$ cat src/rtl/io_ctrl_pkg.sv
// Register map and seven-segment glyph table shared by the board I/O controller.
package io_ctrl_pkg;

  localparam logic [4:0] ADDR_LED  = 5'h00;
  localparam logic [4:0] ADDR_HEX  = 5'h04;
  localparam logic [4:0] ADDR_CTRL = 5'h08;
  localparam logic [4:0] ADDR_SW   = 5'h0C;
  localparam logic [4:0] ADDR_STAT = 5'h10;

  // Active-low {dp,g,f,e,d,c,b,a}; dp is left off here and applied by the scanner.
  function automatic logic [7:0] hex_glyph(input logic [3:0] nib);
    logic [7:0] g;
    g = 8'hFF;
    case (nib)
      4'h0: g = 8'hC0;
      4'h1: g = 8'hF9;
      4'h2: g = 8'hA4;
      4'h3: g = 8'hB0;
      4'h4: g = 8'h99;
      4'h5: g = 8'h92;
      4'h6: g = 8'h82;
      4'h7: g = 8'hF8;
      4'h8: g = 8'h80;
      4'h9: g = 8'h90;
      4'hA: g = 8'h88;
      4'hB: g = 8'h83;
      4'hC: g = 8'hC6;
      4'hD: g = 8'hA1;
      4'hE: g = 8'h86;
      4'hF: g = 8'h8E;
      default: g = 8'hFF;
    endcase
    return g;
  endfunction

endpackage

$ cat src/rtl/sw_debounce.sv
// Two-flop synchroniser plus stability counter; accepts a switch vector once it has held steady.
module sw_debounce
  import io_ctrl_pkg::*;
#(
  parameter int unsigned SW_WIDTH   = 24,
  parameter int unsigned DEB_CYCLES = 200000
) (
  input  logic                clk,
  input  logic                rst,
  input  logic [SW_WIDTH-1:0] switch,
  output logic [SW_WIDTH-1:0] sw_stable,
  output logic                changed_c
);

  localparam int unsigned   CNT_W   = $clog2(DEB_CYCLES);
  localparam logic [CNT_W-1:0] CNT_MAX = CNT_W'(DEB_CYCLES - 1);

  logic [SW_WIDTH-1:0] sync1;
  logic [SW_WIDTH-1:0] sync2;
  logic [CNT_W-1:0]    cnt;

  assign changed_c = (cnt == CNT_MAX) && (sync2 != sw_stable);

  // Comparing sync1 against sync2 lets the counter read 0 in the very cycle sync2 takes a new value.
  always_ff @(posedge clk or negedge rst) begin
    if (!rst) begin
      sync1     <= '0;
      sync2     <= '0;
      cnt       <= '0;
      sw_stable <= '0;
    end else begin
      sync1 <= switch;
      sync2 <= sync1;
      if (sync1 != sync2) begin
        cnt <= '0;
      end else if (cnt != CNT_MAX) begin
        cnt <= cnt + CNT_W'(1);
      end
      if (changed_c) begin
        sw_stable <= sync2;
      end
    end
  end

endmodule

$ cat src/rtl/mmio_io_ctrl.sv
// Memory-mapped LED / switch / seven-segment controller on the CPU IO window.
module mmio_io_ctrl
  import io_ctrl_pkg::*;
#(
  parameter int unsigned SW_WIDTH   = 24,
  parameter int unsigned LED_WIDTH  = 24,
  parameter int unsigned DIGITS     = 8,
  parameter int unsigned SCAN_DIV   = 100000,
  parameter int unsigned DEB_CYCLES = 200000
) (
  input  logic                 clk,
  input  logic                 rst,
  input  logic                 io_write,
  input  logic                 io_read,
  input  logic [4:0]           addr,
  input  logic [31:0]          wdata,
  output logic [31:0]          rdata,
  input  logic [SW_WIDTH-1:0]  switch,
  output logic [LED_WIDTH-1:0] led,
  output logic [DIGITS-1:0]    dig,
  output logic [7:0]           seg
);

  localparam int unsigned HEX_W = 4 * DIGITS;
  localparam int unsigned SC_W  = $clog2(SCAN_DIV);
  localparam int unsigned IDX_W = (DIGITS > 1) ? $clog2(DIGITS) : 1;
  localparam logic [SC_W-1:0]  SC_MAX  = SC_W'(SCAN_DIV - 1);
  localparam logic [IDX_W-1:0] IDX_MAX = IDX_W'(DIGITS - 1);

  logic [HEX_W-1:0]     hex_q, hex_nxt;
  logic [DIGITS-1:0]    en_q, en_nxt, dp_q, dp_nxt;
  logic [LED_WIDTH-1:0] led_nxt;
  logic                 sw_changed, sw_changed_nxt;
  logic [SW_WIDTH-1:0]  sw_stable;
  logic                 deb_changed_c;
  logic [SC_W-1:0]      scan_cnt, scan_nxt;
  logic [IDX_W-1:0]     digit_idx, idx_nxt;
  logic [4:0]           offset_c;
  logic [31:0]          rd_c;
  logic [DIGITS-1:0]    onehot_c, dig_nxt;
  logic [7:0]           glyph_c, seg_nxt;
  logic                 en_sel_c, dp_sel_c;
  logic                 unused_c;

  assign offset_c = {addr[4:2], 2'b00};
  assign unused_c = ^{addr[1:0], wdata};

  sw_debounce #(
    .SW_WIDTH  (SW_WIDTH),
    .DEB_CYCLES(DEB_CYCLES)
  ) u_deb (
    .clk      (clk),
    .rst      (rst),
    .switch   (switch),
    .sw_stable(sw_stable),
    .changed_c(deb_changed_c)
  );

  // Read mux sees pre-write state, so a simultaneous read returns the old value.
  always_comb begin
    rd_c = '0;
    case (offset_c)
      ADDR_LED:  rd_c = 32'(led);
      ADDR_HEX:  rd_c = 32'(hex_q);
      ADDR_CTRL: rd_c = 32'(en_q) | (32'(dp_q) << 8);
      ADDR_SW:   rd_c = 32'(sw_stable);
      ADDR_STAT: rd_c = {31'b0, sw_changed};
      default:   rd_c = '0;
    endcase
  end

  always_comb begin
    led_nxt        = led;
    hex_nxt        = hex_q;
    en_nxt         = en_q;
    dp_nxt         = dp_q;
    sw_changed_nxt = sw_changed;
    if (io_write) begin
      case (offset_c)
        ADDR_LED:  led_nxt = wdata[LED_WIDTH-1:0];
        ADDR_HEX:  hex_nxt = wdata[HEX_W-1:0];
        ADDR_CTRL: begin
          en_nxt = wdata[DIGITS-1:0];
          dp_nxt = wdata[8 +: DIGITS];
        end
        ADDR_STAT: if (wdata[0]) sw_changed_nxt = 1'b0;
        default: ;
      endcase
    end
    if (deb_changed_c) begin
      sw_changed_nxt = 1'b1;
    end
  end

  // Display is decoded from next-state values so dig and seg always match the live slot and registers.
  always_comb begin
    scan_nxt = scan_cnt + SC_W'(1);
    idx_nxt  = digit_idx;
    if (scan_cnt == SC_MAX) begin
      scan_nxt = '0;
      idx_nxt  = (digit_idx == IDX_MAX) ? '0 : digit_idx + IDX_W'(1);
    end
    onehot_c = DIGITS'(1) << idx_nxt;
    en_sel_c = |(en_nxt & onehot_c);
    dp_sel_c = |(dp_nxt & onehot_c);
    glyph_c  = hex_glyph(4'(hex_nxt >> {idx_nxt, 2'b00}));
    dig_nxt  = '1;
    seg_nxt  = 8'hFF;
    if (en_sel_c) begin
      dig_nxt = ~onehot_c;
      seg_nxt = {glyph_c[7] & ~dp_sel_c, glyph_c[6:0]};
    end
  end

  always_ff @(posedge clk or negedge rst) begin
    if (!rst) begin
      led        <= '0;
      hex_q      <= '0;
      en_q       <= '0;
      dp_q       <= '0;
      sw_changed <= 1'b0;
      rdata      <= '0;
      scan_cnt   <= '0;
      digit_idx  <= '0;
      dig        <= '1;
      seg        <= 8'hFF;
    end else begin
      led        <= led_nxt;
      hex_q      <= hex_nxt;
      en_q       <= en_nxt;
      dp_q       <= dp_nxt;
      sw_changed <= sw_changed_nxt;
      scan_cnt   <= scan_nxt;
      digit_idx  <= idx_nxt;
      dig        <= dig_nxt;
      seg        <= seg_nxt;
      if (io_read) begin
        rdata <= rd_c;
      end
    end
  end

endmodule

$ cat config.mk
export PLATFORM = sky130hd
export DESIGN_NAME = mmio_io_ctrl
export DESIGN_NICKNAME = d
export VERILOG_FILES = /design/src/rtl/io_ctrl_pkg.sv /design/src/rtl/sw_debounce.sv /design/src/rtl/mmio_io_ctrl.sv
export SDC_FILE = /design/constraint.sdc
export NUM_CORES = 1
export LEC_CHECK = 0
export ABC_AREA = 1
export BUFFER_PORTS_ARGS = -buffer_cell sky130_fd_sc_hd__buf_4
export CELL_PAD_IN_SITES_DETAIL_PLACEMENT = 0
export CELL_PAD_IN_SITES_GLOBAL_PLACEMENT = 1
export CORE_AREA = 3 3 167 153
export CTS_BUF_LIST = sky130_fd_sc_hd__clkbuf_16
export CTS_CLUSTER_SIZE = 28
export DETAILED_ROUTE_END_ITERATION = 10
export DIE_AREA = 0 0 170 156
export GPL_TIMING_DRIVEN = 0
export PLACE_DENSITY_LB_ADDON = 0.05
export RECOVER_POWER = 100
export SLEW_MARGIN = 20
export SYNTH_ARGS = -nofsm -noshare
export SYNTH_HDL_FRONTEND = slang
export SYNTH_SLANG_ARGS = --single-unit
$ cat constraint.sdc
create_clock -name clk -period 3 [get_ports clk]
set_input_delay 0.3 -clock clk [delete_from_list [all_inputs] [get_ports clk]]
set_output_delay 0.3 -clock clk [all_outputs]
set_load 0.01 [all_outputs]
### Word-level counts from Yosys, hierarchy flattened

Memories as Yosys holds them, arrays and structs flattened.
Cells that the tools add are included.

* output and inout bits: 72
* latch bits: 0
* register bits: 231
* bits in writable memories: 0
* logic and storage cells: 64
* memories kept: 1
* memory bits (read-only): 112
* input bits: 65

Memory list
* (no name shown): depth 16, width 7, rd ports 1, clocked after memory_dff 0, write ports 0, RTL line io_ctrl_pkg.sv:14 `case (nib)`

* div/mod/pow operators: 0
* magnitude comparators: 0
* multiplexer cells: 18
* add/sub/neg operators: 3
* $mul: 0
* eq/ne operators: 10
* bitwise operators: 6
* reductions and logical operators: 10
* shift-type cells: 2

Operators by type and width (count)
* case mux 32 bit (5 select lines): 1
* two-way mux 32 bit: 2
* two-way mux 8 bit: 6
* inequality test 24 bit: 2
* two-way mux 18 bit: 2
* right shift 32 x 5 -> 4 bit: 1
* adder 18 x 1 -> 18 bit (second input constant): 1
* equality test 18 bit (second input constant): 1
* inequality test 18 bit (second input constant): 1
* adder 17 x 1 -> 17 bit (second input constant): 1
* equality test 17 bit (second input constant): 1
* two-way mux 17 bit: 1
* bitwise AND 8 bit: 2
* OR 8 x 16 -> 16 bit: 1
* OR reduction 8 bit: 2
* inverter 8 bit: 1
* nonzero test 2 bit: 4
* << shifter 1 x 3 -> 8 bit (first input constant): 1
* equality test 3 x 2 -> 1 bit (second input constant): 2
* equality test 3 bit (second input constant): 2
* two-way mux 3 bit: 2
* logical NOT 5 bit: 1
* two-way mux 1 bit: 4
* adder 3 x 1 -> 3 bit (second input constant): 1
* other kinds (6): 6

### Longest topological paths before layout

* word-level depth: 9
* mapped depth: 18
* depth with buffers taken out: 17

### Hierarchy

A second synthesis with hierarchy kept.

* cell total of the unflattened synthesis: 1261
* area, all modules: 10811.6 sq um

By module, submodules not included
* mmio_io_ctrl: area each 6762.7 sq um, seq. area each 3548.4 sq um, cells an instance 797, times used 1
* sw_debounce: area each 4048.9 sq um, seq. area each 2252.2 sq um, cells an instance 464, times used 1

### Least setup slack after synthesis

Ideal clock, no wire load.

* kind: reg-to-reg
* start point: register scan_cnt[0]
* end point: register seg[1]
* setup time: 77 ps
* path slack: 651 ps
* stages on the path, launching flop included: 17
* data arrival time: 2271 ps
* period minus slack after synthesis: 2349 ps
* path buffers: 1
* data required time: 2923 ps
* cell sequence: dfrtp_1 > ha_1 > nand3_2 > nor2_2 > nand3_4 > nand2_2 > nand2_4 > buf_4 > o21ai_0 > nand2_1 > nand3_1 > nand2_1 > ha_1 > nand3_1 > nor2_1 > nor2_1 > nand2_1

* cells in the longest elaborated chain, start to end: 6

Ends and longest elaborated chain
* start, declared: RTL line mmio_io_ctrl.sv:36 `logic [SC_W-1:0] scan_cnt, scan_nxt;`
* start signal, assigned: RTL line mmio_io_ctrl.sv:133 `scan_cnt <= scan_nxt;`
* equality test 17 bit (*): RTL line mmio_io_ctrl.sv:99 `if (scan_cnt == SC_MAX) begin`
* two-way mux 3 bit (*): RTL line mmio_io_ctrl.sv:99
* via idx_nxt[0]: RTL line mmio_io_ctrl.sv:37 `logic [IDX_W-1:0] digit_idx, idx_nxt;`
* parallel branches: the longest is 3 deep, another holds memory (16 x 7 bit)
* two-way mux 8 bit (*): RTL line mmio_io_ctrl.sv:109 `if (en_sel_c) begin`
* via seg_nxt[1]: RTL line mmio_io_ctrl.sv:41 `logic [7:0] glyph_c, seg_nxt;`
* end signal, assigned: RTL line mmio_io_ctrl.sv:136 `seg <= seg_nxt;`
* end, declared: RTL line mmio_io_ctrl.sv:21 `output logic [7:0] seg`

Mark *: on every way through the listed nets, which the timed path passes.
A chain may end at the register's enable or synchronous reset.

### Worst setup path in the final report

* start point: register scan_cnt[0]
* end point: register seg[0]

The elaborated chain is that of the path after synthesis.

==> metrics.md <==
| Metric | Value |
|---|---|
| Die width | 170 um |
| Final instance area | around 13000 um^2 |
| Total CTS buffers | 26 |
| Antenna-violating nets left | 0 |
| Crit path arrival time | 3.20 ns |
| CP Max Fanout | 10 |
| Fin util | 52.6% |
| Final setup viols | 0 |
| Area of the multi-input gates | 3970 um^2 |
| Worst r2r src | scan_cnt[0] |
| Wire length per cell | 17.3 um |
| Initial antenna violation count | 0 |
| Ys Warns | 0 |
| Startpoint Class | flop |
| Port bufs | around 130 |
| Final non-filler cell total | 1658 |
| Fmax | 363 MHz |
| Hold Crit Class | input pin to flop |
| Worst Tran Pin Value | 1.40 ns |
| Hold path startpoint | wdata[26] |
| Final nets | 1405 |
| Core area | approximately 24000 um^2 |
| Pwr dens | 596 nW/um^2 |
| Pleak | 6.02 nW |
| Drt drc | 0 |
| Async SR Flop Fraction | 100% |
| H-tree levels | 1 |
| Dpl cell area | 11900 um^2 |
| Syn Area/Cell | ~9 um^2 |
| Worst VDD drop | roughly 0.0006 V |
| Critical Path Start | scan_cnt[0] |
| RSZ-0062 raised after global routing | no |
| Reg area | 5800 um^2 |
| Vias in the first global route | 8166 |
| Worst setup path class | flop to flop |
| DRT Pass-1 Iters | 6 |
| EDFF count, synth | 0 |
| Most frequent cells in the layout | 320 x nand2_1, 215 x dfrtp_1, 116 x inv_1 |
| Filler cell count | 2341 |
| Synth Register Bits | 231 |
| Rel. slew slack | 6.36% |
| Max_cap viols | 0 |
| Routed vias/inst | 5.01 |
| Final Max Slew Viols | 0 |
| CTS tree | built |
| Max clock buf depth | 3 |
| Die ar. | about 27000 um^2 |
| Final hold violations | 0 |
| Gr ovfl total | 0 |
| Synthesized area | 10400 um^2 |
| Die height | 156 um |
| Required time of the critical path | 3.44 ns |
| Main flop type after synthesis | dfrtp_1 |
| Clk root buf | clkbuf_16 |
| WHS | ~0.014 ns |
| Layout cells sized above 1 | around 14% |
| Total Routed Length | 28700 um |
| Final worst path period share | between 90% and 100% |
| Largest net degree at the start of global routing | 97 |
| Status | complete, no violations |
| Clock Skew | approximately 0.013 ns |
| Syn Inst Count | 1136 |
| Post-Syn Nets | 1211 |
| Endpoint class of the critical path | flop |
| P&R area growth vs syn | 21.3% |
| FP Rows | 54 |
| Post-synthesis sequential area ratio | between 50% and 60% |
| Library cells used by synthesis | 47 |
| Total GRT Usage | 21.9% |
| Clk Latency, worst-skew pair | between 0.5 and 0.6 ns |
| Routed via count | 8312 |
| Crit path time final | between 2 and 3 ns |
| Clk sink count | ~230 |
| Initial core utilization | between 40% and 50% |
| Power Total | 7.54 mW |
| Commonest non-fill, non-tap cell in the layout | nand2_1 |
| # diodes | 0 |
| Placed insts | 1579 |
| Wire length of the first global-routing pass | 45600 um |
| Drt initial violations | 540 |
| DP HPWL | 21200 um |
| Top-Level Pins | roughly 140 |
| GP Congestion | 0.829 |
| Reg clk slew, reported paths | around 0.060 ns |
flip-flops by register name (all words and copies together) (netlist names):
register,count
sw_changed,1
seg,8
u_deb.sync1,24
rdata,32
hex_q,32
u_deb.sync2,24
u_deb.cnt,18
u_deb.sw_stable,24
led,24
digit_idx,3
en_q,8
dp_q,8
dig,8
scan_cnt,17
synth_stat cells (5+ instances only):
cell type	number	area, um^2
ha_1	10	125
inv_2	8	30.0
dfstp_2	16	420
dfrtp_1	215	5380
buf_2	7	35.0
xor2_1	24	210
nor2_2	5	31.3
xnor2_1	22	193
a211oi_1	5	37.5
o2111ai_1	10	87.6
nor3_1	11	55.1
clkbuf_1	20	75.1
nand2_1	322	1210
buf_6	5	56.3
o21ai_1	14	70.1
inv_1	108	405
nand4_1	24	150
buf_4	5	37.5
nor4_1	7	43.8
nand3_2	6	60.1
mux2_2	30	338
nor2_1	45	169
a21oi_1	14	70.1
nand3_1	93	465
or2_2	7	43.8
o21ai_0	67	335
critical path, stage by stage, from the launching register on:
cell,delay (ns)
dfrtp_1,0.37
ha_1,0.21
nand3_2,0.14
nor2_4,0.17
nand3_4,0.16
nand2_2,0.15
nand2_4,0.10
buf_4,0.21
nand2_1,0.07
nand2_1,0.09
nand2_1,0.07
nand3_1,0.13
nand2_4,0.13
inv_1,0.07
ha_1,0.22
inv_1,0.10
nand3_1,0.08
nand3_1,0.09
nand3_1,0.08
where the power goes:
part | total, mW | leakage (nW) | internal, mW | switching (mW)
registers | 3.61 | 2.91 | 3.42 | 0.184
logic | 0.998 | 2.70 | 0.382 | 0.616
clock network | 2.94 | 0.409 | 1.66 | 1.28
total | 7.54 | 6.02 | 5.47 | 2.08
kinds of logic (layout without fill, tap and decap cells):
group,after synthesis,in the layout,synth area share [%]
AO/OA/AOI/OAI,126,126,7.10
XOR/XNOR,46,46,3.86
adder cells (fa/ha/maj),10,10,1.20
buffers and inverters,156,370,6.23
flip-flops,231,231,55.6
multiplexers,30,30,3.24
AND/OR/NAND/NOR,537,537,22.8
through the flow:
stage | setup TNS [ns] | worst slack, ns
after floorplan | 0 | 0.651
after global placement | -43.59 | -0.231
after detailed placement | 0 | 0.140
after CTS | 0 | 0.133
after global routing | 0 | 0.00446
final | 0 | 0.244
final cells by class:
cell class | count | area share, %
Buffer | 39 | 1.60
Clock buffer | 26 | 5.14
Clock inverter | 22 | 1.09
Inverter | 117 | 3.47
Multi-Input combinational cell | 749 | 31.4
Sequential cell | 231 | 45.8
Tap cell | 308 | 3.04
Timing Repair Buffer | 166 | 8.46
per-layer routing:
| layer | global-route usage (%) | vias to the layer above | share of wire (%) |
|---|---|---|---|
| met1 | 31.1 | 3991 | 46 |
| li1 | - | 4090 | - |
| met3 | 3.70 | 34 | 5.2 |
| met4 | 4.52 | 0 | 2.0 |
| met5 | 0 | - | 0 |
| met2 | 35.8 | 197 | 47 |
what timing repair did:
item                                   CTS  global route
hold buffers                            31             0
buffers inserted                         0             0
setup endpoints to repair                0             6
gates resized for setup                  0             6
endpoints found under the hold margin   84             0
worst paths after layout:
check,slack (ns),cells past startpoint,to
max,0.24,18,seg[0]
max in group asynchronous,0.44,4,u_deb.sync1[1]
min reg2reg,0.38,0,u_deb.sync2[5]
min,0.01,3,hex_q[26]
min in group asynchronous,0.62,2,scan_cnt[8]
max reg2reg,0.24,18,seg[0]
Power figures use the tool's default switching activity.
